===== config.mk =====
export PLATFORM = sky130hd
export DESIGN_NAME = minirisc_bus_arbiter
export DESIGN_NICKNAME = d
export VERILOG_FILES = /design/src/rtl/minirisc_bus_arbiter.sv
export SDC_FILE = /design/constraint.sdc
export NUM_CORES = 1
export LEC_CHECK = 0
export BUFFER_PORTS_ARGS = -buffer_cell sky130_fd_sc_hd__buf_2
export CORE_ASPECT_RATIO = 0.9
export CORE_UTILIZATION = 33
export CTS_BUF_LIST = sky130_fd_sc_hd__clkbuf_8 sky130_fd_sc_hd__clkbuf_16
export DETAILED_ROUTE_END_ITERATION = 8
export MAX_ROUTING_LAYER = met4
export PLACE_DENSITY = 0.76
export SLEW_MARGIN = 40
export SYNTH_ARGS = -nofsm -noshare
export SYNTH_HDL_FRONTEND = slang
export SYNTH_SLANG_ARGS = --single-unit

===== constraint.sdc =====
create_clock -name clk -period 1.52 [get_ports clk]
set_input_delay 0.228 -clock clk [delete_from_list [all_inputs] [get_ports clk]]
set_output_delay 0.228 -clock clk [all_outputs]
set_load 0.03 [all_outputs]

===== src/rtl/minirisc_bus_arbiter.sv =====
// N-master arbiter for the MiniRISC data-memory bus.
// Round-robin or fixed priority, with optional bounded tenure.
module minirisc_bus_arbiter #(
    parameter int NUM_MST   = 2,
    parameter int ADDR_W    = 8,
    parameter int DATA_W    = 8,
    parameter int PRIO_MODE = 0,
    parameter int MAX_HOLD  = 16
) (
    input  logic                       clk,
    input  logic                       rst_n,
    input  logic [NUM_MST-1:0]         mst_req,
    output logic [NUM_MST-1:0]         mst_grant,
    input  logic [NUM_MST*ADDR_W-1:0]  mst_addr,
    input  logic [NUM_MST-1:0]         mst_wr,
    input  logic [NUM_MST-1:0]         mst_rd,
    input  logic [NUM_MST*DATA_W-1:0]  mst_wdata,
    output logic [DATA_W-1:0]          mst_rdata,
    output logic [ADDR_W-1:0]          slv_addr,
    output logic                       slv_wr,
    output logic                       slv_rd,
    output logic [DATA_W-1:0]          slv_wdata,
    input  logic [DATA_W-1:0]          slv_rdata,
    output logic [$clog2(NUM_MST)-1:0] owner,
    output logic                       busy
);

    localparam int OW = $clog2(NUM_MST);
    localparam int HW = (MAX_HOLD > 1) ? $clog2(MAX_HOLD) : 1;

    typedef enum logic {IDLE, OWNED} state_t;

    state_t             state, state_n;
    logic [NUM_MST-1:0] grant_n, cand, owner_oh;
    logic [OW-1:0]      owner_n, rr_ptr, rr_n, win;
    logic [HW-1:0]      hold_cnt, hold_n;
    logic               found, other, own_busy, preempt, grab;

    // The current owner is masked out so a preempted master cannot re-win.
    always_comb begin
        owner_oh        = '0;
        owner_oh[owner] = 1'b1;
        cand  = (state == OWNED) ? (mst_req & ~owner_oh) : mst_req;
        other = |cand;
        win   = '0;
        found = 1'b0;
        if (PRIO_MODE != 0) begin
            for (int i = 0; i < NUM_MST; i++) begin
                if (!found && cand[i]) begin
                    win   = OW'(i);
                    found = 1'b1;
                end
            end
        end else begin
            for (int k = 1; k <= NUM_MST; k++) begin
                if (!found && cand[(int'(rr_ptr) + k) % NUM_MST]) begin
                    win   = OW'((int'(rr_ptr) + k) % NUM_MST);
                    found = 1'b1;
                end
            end
        end
    end

    always_comb begin
        state_n  = state;
        grant_n  = mst_grant;
        owner_n  = owner;
        rr_n     = rr_ptr;
        hold_n   = hold_cnt;
        grab     = 1'b0;
        own_busy = mst_wr[owner] | mst_rd[owner];
        preempt  = (MAX_HOLD != 0) && (int'(hold_cnt) >= MAX_HOLD - 1)
                   && other && !own_busy;
        unique case (state)
            IDLE: grab = other;
            OWNED: begin
                if (!mst_req[owner] || preempt) begin
                    if (other) begin
                        grab = 1'b1;
                    end else begin
                        grant_n = '0;
                        hold_n  = '0;
                        state_n = IDLE;
                    end
                end else if (other) begin
                    if (int'(hold_cnt) < MAX_HOLD - 1)
                        hold_n = hold_cnt + 1'b1;
                end else begin
                    hold_n = '0;
                end
            end
            default: state_n = IDLE;
        endcase
        if (grab) begin
            grant_n      = '0;
            grant_n[win] = 1'b1;
            owner_n      = win;
            rr_n         = win;
            hold_n       = '0;
            state_n      = OWNED;
        end
    end

    always_ff @(posedge clk or negedge rst_n) begin
        if (!rst_n) begin
            state     <= IDLE;
            mst_grant <= '0;
            owner     <= '0;
            rr_ptr    <= OW'(NUM_MST - 1);
            hold_cnt  <= '0;
        end else begin
            state     <= state_n;
            mst_grant <= grant_n;
            owner     <= owner_n;
            rr_ptr    <= rr_n;
            hold_cnt  <= hold_n;
        end
    end

    // Grant is one-hot or zero, so OR-ing the gated masters is a clean mux.
    always_comb begin
        slv_addr  = '0;
        slv_wr    = 1'b0;
        slv_rd    = 1'b0;
        slv_wdata = '0;
        for (int i = 0; i < NUM_MST; i++) begin
            if (mst_grant[i]) begin
                slv_addr  = slv_addr | mst_addr[i*ADDR_W +: ADDR_W];
                slv_wr    = slv_wr | mst_wr[i];
                slv_rd    = slv_rd | mst_rd[i];
                slv_wdata = slv_wdata | mst_wdata[i*DATA_W +: DATA_W];
            end
        end
    end

    assign mst_rdata = slv_rdata;
    assign busy      = |mst_grant;

endmodule


---- After elaboration in Yosys (flattened, before gate mapping) ----
Cells that the tools add are included.
cells by class
  bitwise gates (word level) .............. 10
  multiply operators ...................... 0
  order comparisons ....................... 8
  muxes and demuxes ....................... 44
  add/sub/neg operators ................... 3
  reduce and logical (&&, ||, !) cells .... 15
  eq/ne operators ......................... 3
  shift operators ......................... 0
  div/mod/pow operators ................... 0
operator list
  operator             number
  $mux 8               4
  $mux 1               26
  $mux 4               6
  $or 8x8->8           2
  $mux 2               5
  $lt 2x3->1 const B   2
  $reduce_and 3->1     2
  $logic_and 1x1->1    5
  $add 4x1->4 const B  1
  $ge 4x4->1 const B   1
  $lt 1x2->1 const B   2
  $lt 4x4->1 const B   1
  $reduce_bool 2->1    2
  $reduce_or 2->1      2
  $logic_not 1->1      3
  $ne 3x1->1 const B   1
  $ne 3x3->1 const B   1
  $or 1x1->1           3
  $add 1x1->1 const B  2
  $and 1x1->1 const A  2
  $and 2x2->2          1
  $demux 1 s1          2
  $ge 1x1->1 const B   2
  $ne 2x1->1 const B   1
  other kinds (4)      4
word-level totals
  input port bits ......................... 48
  register bits after elaboration ......... 9
  ROM bits ................................ 0
  logic and storage cells ................. 88
  memory bits (writable) .................. 0
  memories kept ........................... 0
  output and inout bits ................... 30
  latch bits .............................. 0

---- Depth between registers and ports, before layout ----
  depth after elaboration ................. 19
  mapped depth ............................ 5
  gate-level depth less buffers ........... 5

---- Worst setup path after synthesis ----
OpenSTA, ideal clock, no wires.
  path kind ............................... register -> register
  start ................................... register owner
  end ..................................... register mst_grant[1]
  buffers on the path ..................... 1
  setup time .............................. 122 ps
  data arrival time ....................... 1,546 ps
  stages on the path, launching flop included .. 6
  clock period less this slack ............ 1,668 ps
  required time ........................... 1,398 ps
  slack ................................... -148 ps
  cell sequence ........................... dfrtp_1 > buf_6 > nor3b_4 > o21bai_2 > a221o_1 > a32o_1
on the way
  cells in the longest elaborated chain, start to end .. 19
  elaborated cells on any way between the ends .. 45
  classes of those cells .................. 4 x order compare; 1 x eq/ne; 24 x mux; 3 x bitwise; 13 x reduce/logical
RTL lines
  element                                                         line  RTL
  from (decl)                                                     24    output logic [$clog2(NUM_MST)-1:0] owner,
  from (signal assigned)                                          114   owner <= owner_n;
  $lt 1x2->1 (implied by the code) or $ge 1x1->1 (tied branches)  42    owner_oh[owner] = 1'b1;
  $logic_and 1x1->1 (implied by the code)                         42
  $mux 1 (implied by the code)                                    42
  $demux 1 s1                                                     42
  $not 2->2                                                       43    cand = (state == OWNED) ? (mst_req & ~owner_oh) : mst_req;
  $and 2x2->2                                                     43
  $mux 2                                                          43
  $mux 1 (implied by the code) (3 in series)                      56    if (!found && cand[(int'(rr_ptr) + k) % NUM_MST]) begin
  $mux 1                                                          56
  $logic_not 1->1                                                 56
  $logic_and 1x1->1                                               56
  $mux 1                                                          56
  $lt 1x2->1 (implied by the code) or $ge 1x1->1 (tied branches)  96    grant_n[win] = 1'b1;
  $logic_and 1x1->1 (implied by the code)                         96
  $mux 1 (implied by the code)                                    96
  $demux 1 s1                                                     96
  $mux 2                                                          94    if (grab) begin
  to (signal assigned)                                            113   mst_grant <= grant_n;
  to (decl)                                                       13    output logic [NUM_MST-1:0] mst_grant,
Parallel ways exist; a longest one is shown, timed or not. The select of a mux whose other input is x is not followed.
A chain may end at the register's enable or synchronous reset.

---- Final worst setup path ----
  start ................................... register mst_grant[0]
  end ..................................... output busy
on the way
  cells in the longest elaborated chain, start to end .. 1
RTL lines
  element          line  RTL
  $reduce_or 2->1  137   assign busy = |mst_grant;
  to (decl)        25    output logic busy
Every way passes these cells.

==> summary.txt <==
Result of the run -> complete, no violations
Max_cap viols -> 0
Ratio of routed vias to standard cells -> 5.448
Drt total wl -> 2600 um
Metal-1 WL -> 1075 um
Die span in x -> 55.37 um
Aggregate global-route resource usage -> 0.1941
Final number of setup-violating endpoints -> 0
Area of the multi-input gates -> 551.8 um2
Final instance count without filler cells -> 183
Critical-path cell with the highest stage delay -> sky130_fd_sc_hd__dfrtp_2
Fill cells -> 228
Number of I/O pins -> 78
Number of iterations in the first detailed-routing pass -> 4
Number of antenna violations at the first check in global routing -> 0
Part of the cycle the worst path needs -> 0.9850
Largest voltage drop on the vdd net -> 0.6619 mV
Area of the core -> 2446 um2
Cts bufs inserted -> 3
Max FO, Critical Path -> 21
Port bufs -> 61
Final count of hold timing violations -> 0
Data required time of the critical path -> 1.29 ns
Post-synth EDFFs -> 0
Net total in the final layout -> 205
Die ar. -> 2770 um2
Netlist area before placement -> 845.8 um2
Number of global-route vias before repair -> 925
# H-tree levels -> 1
DRC violations left -> 0
Static Leak -> 0.6378 nW
Period minus WS final -> 1.497 ns
Number of distinct standard cells referenced by the synthesized netlist -> 33
Syn Nets -> 149
Number of nets still failing antenna checks after routing -> 0
Max-slew violations -> 0
Area leader, netlist -> sky130_fd_sc_hd__dfrtp_1
Synthesized area divided by synthesized cell count -> 8.458 um2
Layout-stage area growth over the synthesis result -> 45.86%
Clock tree skew after final layout -> 0.004876 ns
Total Power Consumption -> 1.219 mW
Total length of routed met3 wires -> 271 um
DR vias -> 997
Initial standard-cell utilization of the core -> 0.3458
Synth area leaders -> sky130_fd_sc_hd__dfrtp_1 (24%), sky130_fd_sc_hd__a22o_1 (20%), sky130_fd_sc_hd__buf_4 (7.1%), sky130_fd_sc_hd__a21oi_1 (4.1%), sky130_fd_sc_hd__a32o_1 (3.6%)
Startpoint kind of the worst setup timing path -> flip-flop
Number of placed cells counting well taps -> 178
Power density normalized to cell area -> 988.2 nW/um2
Unrepaired setup endpoints after global routing -> yes
Wire length of the first global-routing pass -> 4105 um
Post-synthesis register bit count -> 9
Overall die height -> 50.03 um
Number of instances in the synthesized netlist -> 100
Max Used Layer -> met4
Root buf cell -> sky130_fd_sc_hd__clkbuf_8
CP arrival -> 1.27 ns
CTS tree -> yes
Number of core rows -> 17
Worst max-slew margin expressed relative to the limit -> 0.7869
Drt initial violations -> 56
Cell-by-cell trace of the critical path -> or2_2, buf_2
Proportion of layout cells with a drive suffix above 1 -> 0.5419
Number of buffers between clock root and the deepest sink -> 2
Total grt overflow -> 0
Final RePlAce weighted congestion -> 0.8462
DR WL/cell -> 14.21 um
Antenna diode count -> 0
Synthesis Warnings -> 0
Critical Setup Path Class -> flip-flop to output port
Total half-perimeter wirelength after legalization and detailed placement -> 2012 um
Most used DFF post-synth -> sky130_fd_sc_hd__dfrtp_1
FFs w/ async S/R, synth -> 1.000
Storage element area -> 230.2 um2
Portion of the post-synthesis area used by sequential elements -> 0.2678
Clock-pin slew reported for the worst setup and hold paths after clock tree synthesis -> 0.05 ns
Clock Sink Count -> 9
Class of the tightest hold or removal check -> input port to flip-flop
Maximum number of pins on one net before global-route repair -> 22
DR WL met2 -> 1198 um
Fraction of synthesized cell area taken by the top area cell type -> 0.2367
Worst-margin pin slew -> 0.3162 ns
TNS Setup -> 0 ns
Clock latency reported for the late side of the worst-skew pair -> 0.24 ns
Critical path capture point type -> output port
Top achievable clock speed -> 0.6679 GHz
Crit path largest cell delay -> 0.53 ns
[Yosys cell counts (all sizes together) (2+ instances only)]
library cell  instances
a22o                 19
buf                  11
dfrtp                 8
a21oi                 7
nand2                 7
clkbuf                6
nand3                 4
nor2                  4
a32o                  3
inv                   3
o21ai                 3
or2                   3
and3                  2
nand2b                2
nor2b                 2
nor3                  2
o41ai                 2
[layer usage]
metal,vias to the layer above,GRT usage
met5,-,-
met4,0,0.08333
met3,8,0.07349
met2,61,0.3233
met1,443,0.2074
li1,485,-
[worst paths after layout]
kind	start	endpoint	slack, ns	depth (start not counted)
max in group asynchronous	rst_n	rr_ptr	0.90	2
max reg2reg	owner	mst_grant[1]	0.04	4
min in group asynchronous	rst_n	mst_grant[0]	0.37	2
min	mst_req[0]	rr_ptr	0.29	2
max	mst_grant[0]	busy	0.02	2
min reg2reg	rr_ptr	rr_ptr	0.55	2
[logic make-up (layout without fill, tap and decap cells)]
kind of cell / count (synthesis) / in the layout / share of synthesized area
fa+ha+maj: 1 / 1 / 0.01479
flops: 9 / 9 / 0.2678
simple gates: 29 / 29 / 0.1953
compound gates: 40 / 40 / 0.3757
buf+inv: 20 / 75 / 0.1346
mux: 1 / 1 / 0.01183
[through the flow]
step | area [um2] | utilization | setup slack (ns) | hold WS, ns
2_1_floorplan | 860.8 | - | -0.05988 | -0.06759
3_3_place_gp | 1144 | 0.4675 | 0.07483 | 0.08927
3_5_place_dp | 1144 | 0.4675 | 0.006653 | 0.09218
4_1_cts | 1201 | 0.4910 | 0.0004660 | 0.2778
5_1_grt | 1234 | 0.5043 | -0.02976 | 0.3011
6_report | 1234 | 0.5043 | 0.02285 | 0.2905
[worst max-delay path, delay by kind of cell (launching register included)]
family,cells,cell delay (ns)
flops,1,0.53
simple gates,1,0.33
buf+inv,1,0.17
[power by group]
| part | internal, mW | switching (mW) |
|---|---|---|
| sequential | 0.272 | 0.0746 |
| combinational | 0.233 | 0.361 |
| clock | 0.177 | 0.102 |
| total | 0.681 | 0.538 |
[registers in the layout, summed over array words and instances (netlist names)]
register,flops
hold_cnt,4
mst_grant,2
owner,1
rr_ptr,1
state,1
[final cells by class]
class,count,share of cell area
clock buffer,3,0.03347
tap,28,0.02840
timing repair buffer,68,0.2921
inverter,3,0.009128
sequential,9,0.1866
clock inverter,1,0.003043
multi-input combinational,71,0.4473
[cell usage in the layout (no fill, tap or decap), drive strengths merged, types with 4 or more instances in the layout]
| cell type | Yosys | layout |
|---|---|---|
| a21oi | 7 | 7 |
| nor2 | 4 | 4 |
| a22o | 19 | 19 |
| dfrtp | 8 | 8 |
| buf | 11 | 67 |
| nand2 | 7 | 7 |
| nand3 | 4 | 4 |
| inv | 3 | 4 |
[repair_timing]
item,CTS,global route
setup endpoints to repair,19,6
hold endpoints to repair,8,0
gates resized for setup,2,5
hold buffers,1,0
pin swaps,0,0
buffers inserted,0,0
(Power assumes the default switching activity.)
